$ cat src/rtl/pipe_hazard_unit.sv
// pipe_hazard_unit: hazard detection and operand forwarding control for the F/D/E/M/W pipeline.
// Keeps shadow control info for the E, M and W stages and detects RAW, load-use and branch hazards.
// Ports:
//   clk, reset (synchronous, active-low)
//   d_valid, d_ra, d_used, d_wa, d_regw, d_load, d_pcs : Decode-stage instruction info
//   e_condex                                          : condition result for the E-stage instruction
//   stall_f, stall_d, flush_d, flush_e                : pipeline register enables
//   fwd_e                                             : per-operand E forwarding select (00 pipe, 01 ResultW, 10 ALUOutM)
//   byp_d                                             : per-operand Decode bypass from ResultW
//   redirect                                          : taken PC write in E
module pipe_hazard_unit #(
    parameter int RA_W   = 4,
    parameter int NSRC   = 2,
    parameter int PC_REG = 15,
    parameter int FWD_EN = 1
) (
    input  logic                 clk,
    input  logic                 reset,
    input  logic                 d_valid,
    input  logic [NSRC*RA_W-1:0] d_ra,
    input  logic [NSRC-1:0]      d_used,
    input  logic [RA_W-1:0]      d_wa,
    input  logic                 d_regw,
    input  logic                 d_load,
    input  logic                 d_pcs,
    input  logic                 e_condex,
    output logic                 stall_f,
    output logic                 stall_d,
    output logic                 flush_d,
    output logic                 flush_e,
    output logic [2*NSRC-1:0]    fwd_e,
    output logic [NSRC-1:0]      byp_d,
    output logic                 redirect
);
    logic                 e_valid, e_regw, e_load, e_pcs;
    logic [RA_W-1:0]      e_wa;
    logic [NSRC*RA_W-1:0] e_ra;
    logic [NSRC-1:0]      e_used;
    logic                 m_valid, m_regw;
    logic [RA_W-1:0]      m_wa;
    logic                 w_valid, w_regw;
    logic [RA_W-1:0]      w_wa;
    logic                 stall;

    // PC_REG reads PC+8, so it never participates in register hazards
    function automatic logic hit(input logic v, input logic r, input logic [RA_W-1:0] wa,
                                 input logic [RA_W-1:0] a);
        return v & r & (wa == a) & (a != RA_W'(PC_REG));
    endfunction

    always_comb begin
        stall = 1'b0;
        fwd_e = '0;
        byp_d = '0;
        for (int i = 0; i < NSRC; i++) begin
            if (FWD_EN != 0) begin
                stall = stall | (d_valid & d_used[i] & e_load &
                                 hit(e_valid, e_regw, e_wa, d_ra[i*RA_W +: RA_W]));
                byp_d[i] = d_valid & d_used[i] & hit(w_valid, w_regw, w_wa, d_ra[i*RA_W +: RA_W]);
                // M is the newer producer, so it wins over W
                fwd_e[2*i +: 2] = !(e_valid && e_used[i]) ? 2'b00 :
                                  hit(m_valid, m_regw, m_wa, e_ra[i*RA_W +: RA_W]) ? 2'b10 :
                                  hit(w_valid, w_regw, w_wa, e_ra[i*RA_W +: RA_W]) ? 2'b01 : 2'b00;
            end else begin
                stall = stall | (d_valid & d_used[i] &
                                 (hit(e_valid, e_regw, e_wa, d_ra[i*RA_W +: RA_W]) |
                                  hit(m_valid, m_regw, m_wa, d_ra[i*RA_W +: RA_W]) |
                                  hit(w_valid, w_regw, w_wa, d_ra[i*RA_W +: RA_W])));
            end
        end
    end

    // a taken branch squashes the stalled D instruction, so redirect overrides stall
    assign redirect = e_valid & e_pcs & e_condex;
    assign stall_f  = stall & ~redirect;
    assign stall_d  = stall & ~redirect;
    assign flush_d  = redirect;
    assign flush_e  = stall | redirect;

    always_ff @(posedge clk) begin
        if (!reset) begin
            e_valid <= 1'b0;
            m_valid <= 1'b0;
            w_valid <= 1'b0;
        end else begin
            e_valid <= d_valid & ~flush_e;
            e_wa    <= d_wa;
            e_regw  <= d_regw;
            e_load  <= d_load;
            e_pcs   <= d_pcs;
            e_ra    <= d_ra;
            e_used  <= d_used;
            // a failed condition turns the E instruction into a non-writer downstream
            m_valid <= e_valid;
            m_wa    <= e_wa;
            m_regw  <= e_regw & e_condex;
            w_valid <= m_valid;
            w_wa    <= m_wa;
            w_regw  <= m_regw;
        end
    end
endmodule

$ cat config.mk
export PLATFORM = sky130hd
export DESIGN_NAME = pipe_hazard_unit
export DESIGN_NICKNAME = d
export VERILOG_FILES = /design/src/rtl/pipe_hazard_unit.sv
export SDC_FILE = /design/constraint.sdc
export NUM_CORES = 1
export LEC_CHECK = 0
export BUFFER_PORTS_ARGS = -buffer_cell sky130_fd_sc_hd__buf_2
export CAP_MARGIN = 20
export CORE_ASPECT_RATIO = 0.75
export CORE_UTILIZATION = 50
export CTS_CLUSTER_SIZE = 10
export DETAILED_ROUTE_END_ITERATION = 12
export HOLD_SLACK_MARGIN = 0.15
export PLACE_DENSITY = 0.74
export SLEW_MARGIN = 0
export SYNTH_ARGS = -nofsm -noshare
export SYNTH_HDL_FRONTEND = slang
export SYNTH_SLANG_ARGS = --single-unit
$ cat constraint.sdc
create_clock -name clk -period 1.95 [get_ports clk]
set_input_delay 0.195 -clock clk [delete_from_list [all_inputs] [get_ports clk]]
set_output_delay 0.195 -clock clk [all_outputs]
set_load 0.1 [all_outputs]
==> impl_metrics.toml, run 1 <==
[outcome]
status = "finished with violations"
violations = "setup timing"

[clock_network]
cts_buffer_depth = 2
insertion_delay_ns = 0.27
cts_tree = "yes"
cts.htree.levels = 2
cts_buffers = 5
cts_root_buffer = "clkbuf_8"
cts.clk_slew.worst_paths_ns = 0.06
clock_sinks = 30

[floorplanning]
dieArea_mm2 = 0.00302
io_pins = 32
initial_core_util_pct = 53.3
die_h_um = 47.8
rows = 16
coreArea_mm2 = 0.00262
die-width_um = 63.1

[sta]
max_slew.worst_pin.slew_ns = 0.640
min_period_over_period_pct = 111
hold_viol_final = 0
fmax_ghz = 0.464
skew_ns = 0.00137
rsz0062_at_grt = "true"
fin_ws_ns = -0.207
period_needed_ns = 2.16
setup_viol = 3
setup_tns_ns = -0.563
slew_headroom_pct = 57.3
slew_violations = 0

[global_route]
grt_pass1_wl_um = 4370
grt_max_degree = 31
grt_pass1_vias = 956
overflow = 0
antenna_found_initial = 0
grtUsageTotal_pct = 20.6

[detailed_routing]
top_layer = "met4"
vias = 1072
dr_wl_met2_um = 1630
met1_length_um = 1220
drc_errors = 0
drt-initial-drc-count = 58
dr_wl_met3_um = 186
routedWlPerCell_um = 15.5
first_pass_iters = 4
viasPerCell = 5.36
wl_um = 3100
drtAntennaViolNets = 0

[yosys]
ys_seq_area_share_pct = 62.3
synth_cell_type_count = 21
syn_avg_cell_area_um2 = 12.5
syn_nets = 133
ys_warn_count = 0
syn-cell-area_mm2 = 0.00140
ys_ff_latch = 30
synthesis.instances = 112

[cells_and_area]
drive_above_1_share_pct = 33.5
diodes = 0
final_cell_mix = "edfxtp_1 (27), buf_2 (22), xnor2_1 (14)"
final_util_pct = 75.8
layout_commonest_cell = "edfxtp_1"
syn2layout_area_growth_pct = 42.0
instances_no_fill = 200
nFillCells = 164
final_nets = 184

[power]
powerDensity_mw_per_mm2 = 736
power_mw = 1.46
power.leakage_nw = 0.751
vdd_drop_max_v = 0.000594

[worst_setup_path]
crit_family = "compound AO/OA/AOI/OAI gates"
slowest_delay_ns = 0.40
path_max_fanout = 3
path_buf_inv = 2
critPathArrivalTime_ns = 1.96
worstSetupPathType = "flop to output pin"
cp-start-kind = "flop"
slowest_stage = "edfxtp_1"
worstSetupEndpointType = "output pin"
crit_chain = "inv_2, a222oi_1, nor4b_2, o211ai_1, nor2_4, buf_12"
required_ns = 1.75

[flow_run]
drv_cap = 0

[place]
dp_hpwl_um = 2080
preCtsSetupSlack_ns = 0.152
gp_congestion = 0.811
io_buffers = 31
dp.cells = 176

[hold_path]
hold_class = "input port to flop"
-- cells by family after synthesis --
| logic type | share of synthesized area, % |
|---|---|
| compound gates | 3.67 |
| xor+xnor | 15.7 |
| buf+inv | 2.41 |
| flops | 62.3 |
| simple gates | 16.0 |
-- per-stage QoR --
stage / hold slack (ns) / instance area, um^2
2_1_floorplan: 0.294 / 1460
3_3_place_gp: 0.372 / 1730
3_5_place_dp: 0.373 / 1730
4_1_cts: 0.157 / 1920
5_1_grt: 0.159 / 1990
6_report: 0.159 / 1990
-- sequential cells by signal, indices dropped and copies added (netlist names) --
signal,flops
e_load,1
e_pcs,1
e_ra,8
e_regw,1
e_used,2
e_valid,1
e_wa,4
m_regw,1
m_valid,1
m_wa,4
w_regw,1
w_valid,1
w_wa,4
-- area by class of cell --
cell class | count | area, um^2 | share of cell area (%)
Sequential cell | 30 | 871 | 43.8
Multi-Input combinational cell | 75 | 567 | 28.5
Timing Repair Buffer | 47 | 408 | 20.5
Clock buffer | 6 | 72.6 | 3.65
Tap cell | 36 | 45.0 | 2.27
Inverter | 4 | 15.0 | 0.756
Clock inverter | 2 | 8.76 | 0.441
-- path summary, 6_finish.rpt --
check / from / endpoint / slack, ns / cells after the start
min reg2reg: m_valid$_SDFF_PN0_ / w_valid$_SDFF_PN0_ / 0.46 / 1
max reg2reg: e_wa[1]$_DFFE_PP_ / e_valid$_SDFF_PN0_ / 0.31 / 5
min: d_ra[0] / e_ra[0]$_DFFE_PP_ / 0.16 / 1
max: e_wa[1]$_DFFE_PP_ / stall_d / -0.21 / 6
-- metal layers --
layer	global-route usage (%)	up-vias
li1	-	509
met1	23.7	500
met2	37.2	54
met3	5.48	9
met4	11.2	0
met5	0	-
-- synth_stat cells --
cell type,count,area (um^2)
and3_1,2,12.5
nor2_1,3,11.3
o21ai_0,4,20.0
nor3_1,1,5.00
xnor2_1,15,131
and2_1,3,18.8
buf_4,2,15.0
o22ai_1,1,6.26
inv_1,4,15.0
nand2_1,10,37.5
edfxtp_1,27,811
dfxtp_1,3,60.1
nor4_1,6,37.5
a222oi_1,1,10.0
and4_1,1,8.76
nand4_1,2,12.5
clkbuf_1,1,3.75
nor4b_2,1,15.0
nand3_1,13,65.1
xor2_1,10,87.6
o211ai_1,2,15.0
-- where the power goes --
group          switching [mW]  total (mW)  internal (mW)  leakage, nW
Clock                   0.218       0.463          0.245       0.0426
Sequential             0.0444       0.799          0.754        0.290
Combinational           0.104       0.201         0.0965        0.418
-- what timing repair did --
| action | in CTS | in global routing |
|---|---|---|
| pin swaps | 2 | 10 |
| endpoints found under the hold margin | 9 | 0 |
| hold buffers | 9 | 0 |
| resized for setup | 2 | 5 |
| setup endpoints to repair | 5 | 7 |
| cloned | 0 | 0 |
| buffers inserted | 1 | 6 |
No activity file was read; power rests on OpenSTA's default activity.
==> run 2: changes to the inputs <==
Settings changed: SETUP_SLACK_MARGIN set to 0.4.
==> run 2 against run 1 <==
Effect of this change: the flow still finishes with violations (setup timing); clock power up 2%; worst setup slack better by 0.082 ns; routed wire length up 8.4%; sequential cell count unchanged; non-clock buffer count up 4; sequential power about the same; total power up 2.3%; design area up 6.1%; clock-buffer cell count unchanged; combinational power up 13%; first-iteration DRC count down 8.6%; critical path type unchanged; critical endpoint is now stall_f.
==> impl_metrics.toml, run 2 (synthesis results as in run 1) <==
[place]
dp_hpwl_um = 2080
preCtsSetupSlack_ns = 0.153
gp_congestion = 0.834
io_buffers = 31

[worst_setup_path]
slowest_delay_ns = 0.43
required_ns = 1.75
path_max_fanout = 3
slowest_stage = "edfxtp_1"
critPathArrivalTime_ns = 1.88
worstSetupEndpointType = "output pin"
r2r-start = "e_wa[3]$_DFFE_PP_"
cp-start-kind = "flop"
ff2ff_path_depth = 5
crit_family = "simple AND/OR/NAND/NOR gates"
r2r_setup_slack_ns = 0.40
cpMostUsedCell = "o211ai_1"
path_buf_inv = 1
r2r-end = "e_valid$_SDFF_PN0_"
crit_chain = "xnor2_1, o211ai_1, nor4b_2, o211ai_1, nor2_4, buf_12"
worstSetupPathType = "flop to output pin"

[sta]
skew_ns = 0.00328
min_period_over_period_pct = 106
max_slew.worst_pin.slew_ns = 0.658
fin_ws_ns = -0.125
period_needed_ns = 2.08
fmax_ghz = 0.482
hold_slack_ns = 0.160
slew_violations = 0
slew_headroom_pct = 56.1
setup_viol = 3
hold_viol_final = 0
rsz0062_at_grt = "true"

[clock_network]
cts_root_buffer = "clkbuf_8"
cts.htree.levels = 2
clock_sinks = 30
cts.clk_slew.worst_paths_ns = 0.06
cts_tree = "yes"
insertion_delay_ns = 0.28
cts_buffers = 5
cts_buffer_depth = 2

[cells_and_area]
syn2layout_area_growth_pct = 50.7
final_nets = 188
layout_commonest_cell = "edfxtp_1"
final_cell_mix = "edfxtp_1 (27), buf_2 (20), xnor2_1 (12)"
largest_reg_flops = 8
regMostFlops = "e_ra"
drive_above_1_share_pct = 38.7
diodes = 0

[detailed_routing]
vias = 1093
viasPerCell = 5.36
wl_um = 3360
drc_errors = 0
routedWlPerCell_um = 16.5
first_pass_iters = 4
drtAntennaViolNets = 0
drt-initial-drc-count = 53

[hold_path]
hold_class = "input port to flop"
min_from = "d_ra[0]"
hold_depth = 1
min_to = "e_ra[0]$_DFFE_PP_"

[floorplanning]
rows = 16
die-width_um = 63.1
die_h_um = 47.8
coreArea_mm2 = 0.00262
initial_core_util_pct = 53.3
io_pins = 32
dieArea_mm2 = 0.00302

[outcome]
status = "finished with violations"
violations = "setup timing"

[global_route]
overflow = 0
grt_pass1_wl_um = 4550
antenna_found_initial = 0
grtUsageTotal_pct = 21.9
grt_max_degree = 31
grt_pass1_vias = 956

[power]
power_mw = 1.50
vdd_drop_max_v = 0.000596
power.leakage_nw = 0.790
powerDensity_mw_per_mm2 = 710

[flow_run]
drv_cap = 0
[run 2: timing repair]
item                                   in CTS  in global routing
gates resized for setup                    10                 12
hold buffers                               10                  0
endpoints found under the hold margin      10                  0
pin swaps                                  12                 16
buffers inserted                            6                  4
setup endpoints to repair                  12                 12
[run 2: report_power, final]
| part | internal [mW] | switching (mW) |
|---|---|---|
| registers | 0.754 | 0.0444 |
| logic | 0.110 | 0.117 |
| clock network | 0.245 | 0.226 |
| total | 1.11 | 0.388 |
[run 2: area by class of cell]
class / instances / area (um^2)
clock buffers: 6 / 72.6
clock inverters: 2 / 8.76
fillers: 149 / 514
inverters: 4 / 15.0
multi-input cells: 75 / 624
flip-flops and latches: 30 / 871
well taps: 36 / 45.0
repair buffers: 51 / 472
[run 2: metal layers]
metal  GRT usage (%)  vias to the layer above  part of all wire (%)
li1                -                      516                     -
met1            26.6                      519                    40
met2            36.3                       49                    51
met3            7.62                        9                   6.7
met4            11.2                        0                   2.1
met5               0                        -                     0
[run 2: worst max-delay path by stage]
stage                       from  endpoint  slack, ns  depth (start not counted)
3_3_place_gp   e_wa[0]$_DFFE_PP_   stall_d       0.20                          5
5_1_grt        e_wa[3]$_DFFE_PP_   stall_d      -0.24                          6
2_1_floorplan  e_wa[0]$_DFFE_PP_   stall_f      -0.18                          5
4_1_cts        e_wa[1]$_DFFE_PP_   stall_f      -0.09                          6
6_report       e_wa[3]$_DFFE_PP_   stall_f      -0.13                          6
3_5_place_dp   e_wa[1]$_DFFE_PP_   stall_f       0.15                          6
[run 2: through the flow]
| step | cell area, um^2 | instances | util [%] | TNS, ns |
|---|---|---|---|---|
| final | 2110 | 204 | 80.4 | -0.328 |
| after global routing | 2110 | 204 | 80.4 | -0.877 |
| after CTS | 2010 | 200 | 76.6 | -0.256 |
| after detailed placement | 1750 | 176 | 66.7 | 0 |
| after global placement | 1750 | 176 | 66.7 | 0 |
| after floorplan | 1470 | 112 | - | -0.248 |
==> run 3: changes to the inputs <==
Settings changed: GPL_TIMING_DRIVEN set to 0, HOLD_SLACK_MARGIN 0.15 to 0.08, PLACE_DENSITY 0.74 to 0.87.
==> run 3 against run 2 <==
Effect of this change: the run still ends with setup timing left; worst hold slack worse by 0.070 ns; critical path depth stayed put; cell count is 0.49% lower; sequential share of layout area is 0.28 points lower; design area is 0.83% higher; sequential cell count stayed put.
==> impl_metrics.toml, run 3 (synthesis results as in run 1) <==
[global_route]
grt_pass1_wl_um = 4600
grt_max_degree = 31
antenna_found_initial = 0
overflow = 0
grt_pass1_vias = 1042
grtUsageTotal_pct = 22.4

[power]
vdd_drop_max_v = 0.000701
power.leakage_nw = 0.806
powerDensity_mw_per_mm2 = 712
power_mw = 1.51

[worst_setup_path]
critPathArrivalTime_ns = 2.04
crit_chain = "a222oi_1, nor4b_2, o211ai_1, nor2_4, buf_12, buf_12"
cpMostUsedCell = "buf_12"
ff2ff_path_depth = 5
path_max_fanout = 4
slowest_stage = "edfxtp_1"
slowest_delay_ns = 0.46
r2r-end = "e_valid$_SDFF_PN0_"
r2r-start = "e_wa[0]$_DFFE_PP_"
cp-start-kind = "flop"
r2r_setup_slack_ns = 0.23
required_ns = 1.75
worstSetupPathType = "flop to output pin"
worstSetupEndpointType = "output pin"

[clock_network]
cts.htree.levels = 2
clock_sinks = 30
cts.clk_slew.worst_paths_ns = 0.07
insertion_delay_ns = 0.29
cts_tree = "yes"
cts_buffer_depth = 2
cts_root_buffer = "clkbuf_8"
cts_buffers = 5

[hold_path]
min_from = "d_load"
min_to = "e_load$_DFFE_PP_"
hold_depth = 1
hold_class = "input port to flop"

[floorplanning]
coreArea_mm2 = 0.00262
dieArea_mm2 = 0.00302
die_h_um = 47.8
rows = 16
initial_core_util_pct = 53.3
io_pins = 32
die-width_um = 63.1

[flow_run]
drv_cap = 0

[cells_and_area]
final_cell_mix = "edfxtp_1 (27), buf_2 (20), buf_4 (13)"
regMostFlops = "e_ra"
diodes = 0
syn2layout_area_growth_pct = 52.0
largest_reg_flops = 8
fin_area_mm2 = 0.00213
final_nets = 188
layout_commonest_cell = "edfxtp_1"
drive_above_1_share_pct = 43.7
final_util_pct = 81.1

[sta]
slew_violations = 0
min_period_over_period_pct = 115
slew_headroom_pct = 56.2
skew_ns = 0.00912
hold_viol_final = 0
setup_viol = 3
fin_ws_ns = -0.284
max_slew.worst_pin.slew_ns = 0.657
period_needed_ns = 2.23
fmax_ghz = 0.448
rsz0062_at_grt = "true"
setup_tns_ns = -0.725

[outcome]
status = "finished with violations"
violations = "setup timing"

[detailed_routing]
drtAntennaViolNets = 0
vias = 1158
wl_um = 4010
viasPerCell = 5.70
drt-initial-drc-count = 61
routedWlPerCell_um = 19.7
drc_errors = 0
first_pass_iters = 5

[place]
io_buffers = 31
preCtsSetupSlack_ns = -0.179
gp_congestion = 0.842
dp_hpwl_um = 2050
placed_cell_area_mm2 = 0.00167
[run 3: changes by cell type in the layout (fill, tap and decap cells not counted), sizes merged]
cell / before / now
clkinv: 2 / 0
dlygate4sd3: 10 / 6
clkbuf: 6 / 7
buf: 41 / 45
[run 3: final cells by class]
| type | count | area [um^2] |
|---|---|---|
| Multi-Input combinational cell | 75 | 654 |
| Clock buffer | 7 | 76.3 |
| Buffer | 3 | 35.0 |
| Sequential cell | 30 | 872 |
| Fill cell | 144 | 497 |
| Timing Repair Buffer | 48 | 428 |
| Tap cell | 36 | 45.0 |
| Inverter | 4 | 15.0 |
[run 3: stage by stage]
step                hold WS [ns]  instances
floorplan                  0.294        112
global placement           0.372        179
detailed placement         0.373        179
CTS                       0.0805        192
global route              0.0938        203
finish                    0.0900        203
[run 3: what timing repair did]
| item | 4_1_cts | 5_1_grt |
|---|---|---|
| hold buffers | 2 | 4 |
| endpoints found under the hold margin | 2 | 4 |
| setup endpoints to repair | 12 | 12 |
| gates resized for setup | 36 | 20 |
| pin swaps | 5 | 12 |
| buffers inserted | 4 | 7 |
[run 3: per-layer routing]
layer | GRT usage [%] | share of wire (%) | vias to the layer above
met5 | 0 | 0 | -
li1 | - | - | 518
met2 | 38.3 | 55 | 60
met4 | 11.6 | 1.2 | 0
met1 | 26.6 | 38 | 573
met3 | 7.14 | 6.3 | 7
[run 3: how the worst max path moves through the flow]
stage / slack (ns) / endpoint / cells after the start / from
3_3_place_gp: -0.15 / stall_f / 6 / e_wa[0]$_DFFE_PP_
5_1_grt: -0.36 / stall_f / 6 / e_wa[0]$_DFFE_PP_
2_1_floorplan: -0.18 / stall_f / 5 / e_wa[0]$_DFFE_PP_
6_report: -0.28 / stall_f / 6 / e_wa[0]$_DFFE_PP_
4_1_cts: -0.23 / stall_f / 6 / e_wa[0]$_DFFE_PP_
3_5_place_dp: -0.18 / stall_f / 6 / e_wa[0]$_DFFE_PP_
[run 3: worst max-delay path: cells and delay by family (launching register included)]
kind | cells | cell delay (ns)
buffers and inverters | 2 | 0.28
and+or+nand+nor | 2 | 0.46
AOI/OAI and AO/OA | 2 | 0.56
DFF | 1 | 0.46
[run 3: power by group]
part / switching [mW] / total, mW / internal, mW
clock: 0.232 / 0.477 / 0.245
combinational: 0.130 / 0.241 / 0.111
sequential: 0.0418 / 0.796 / 0.755
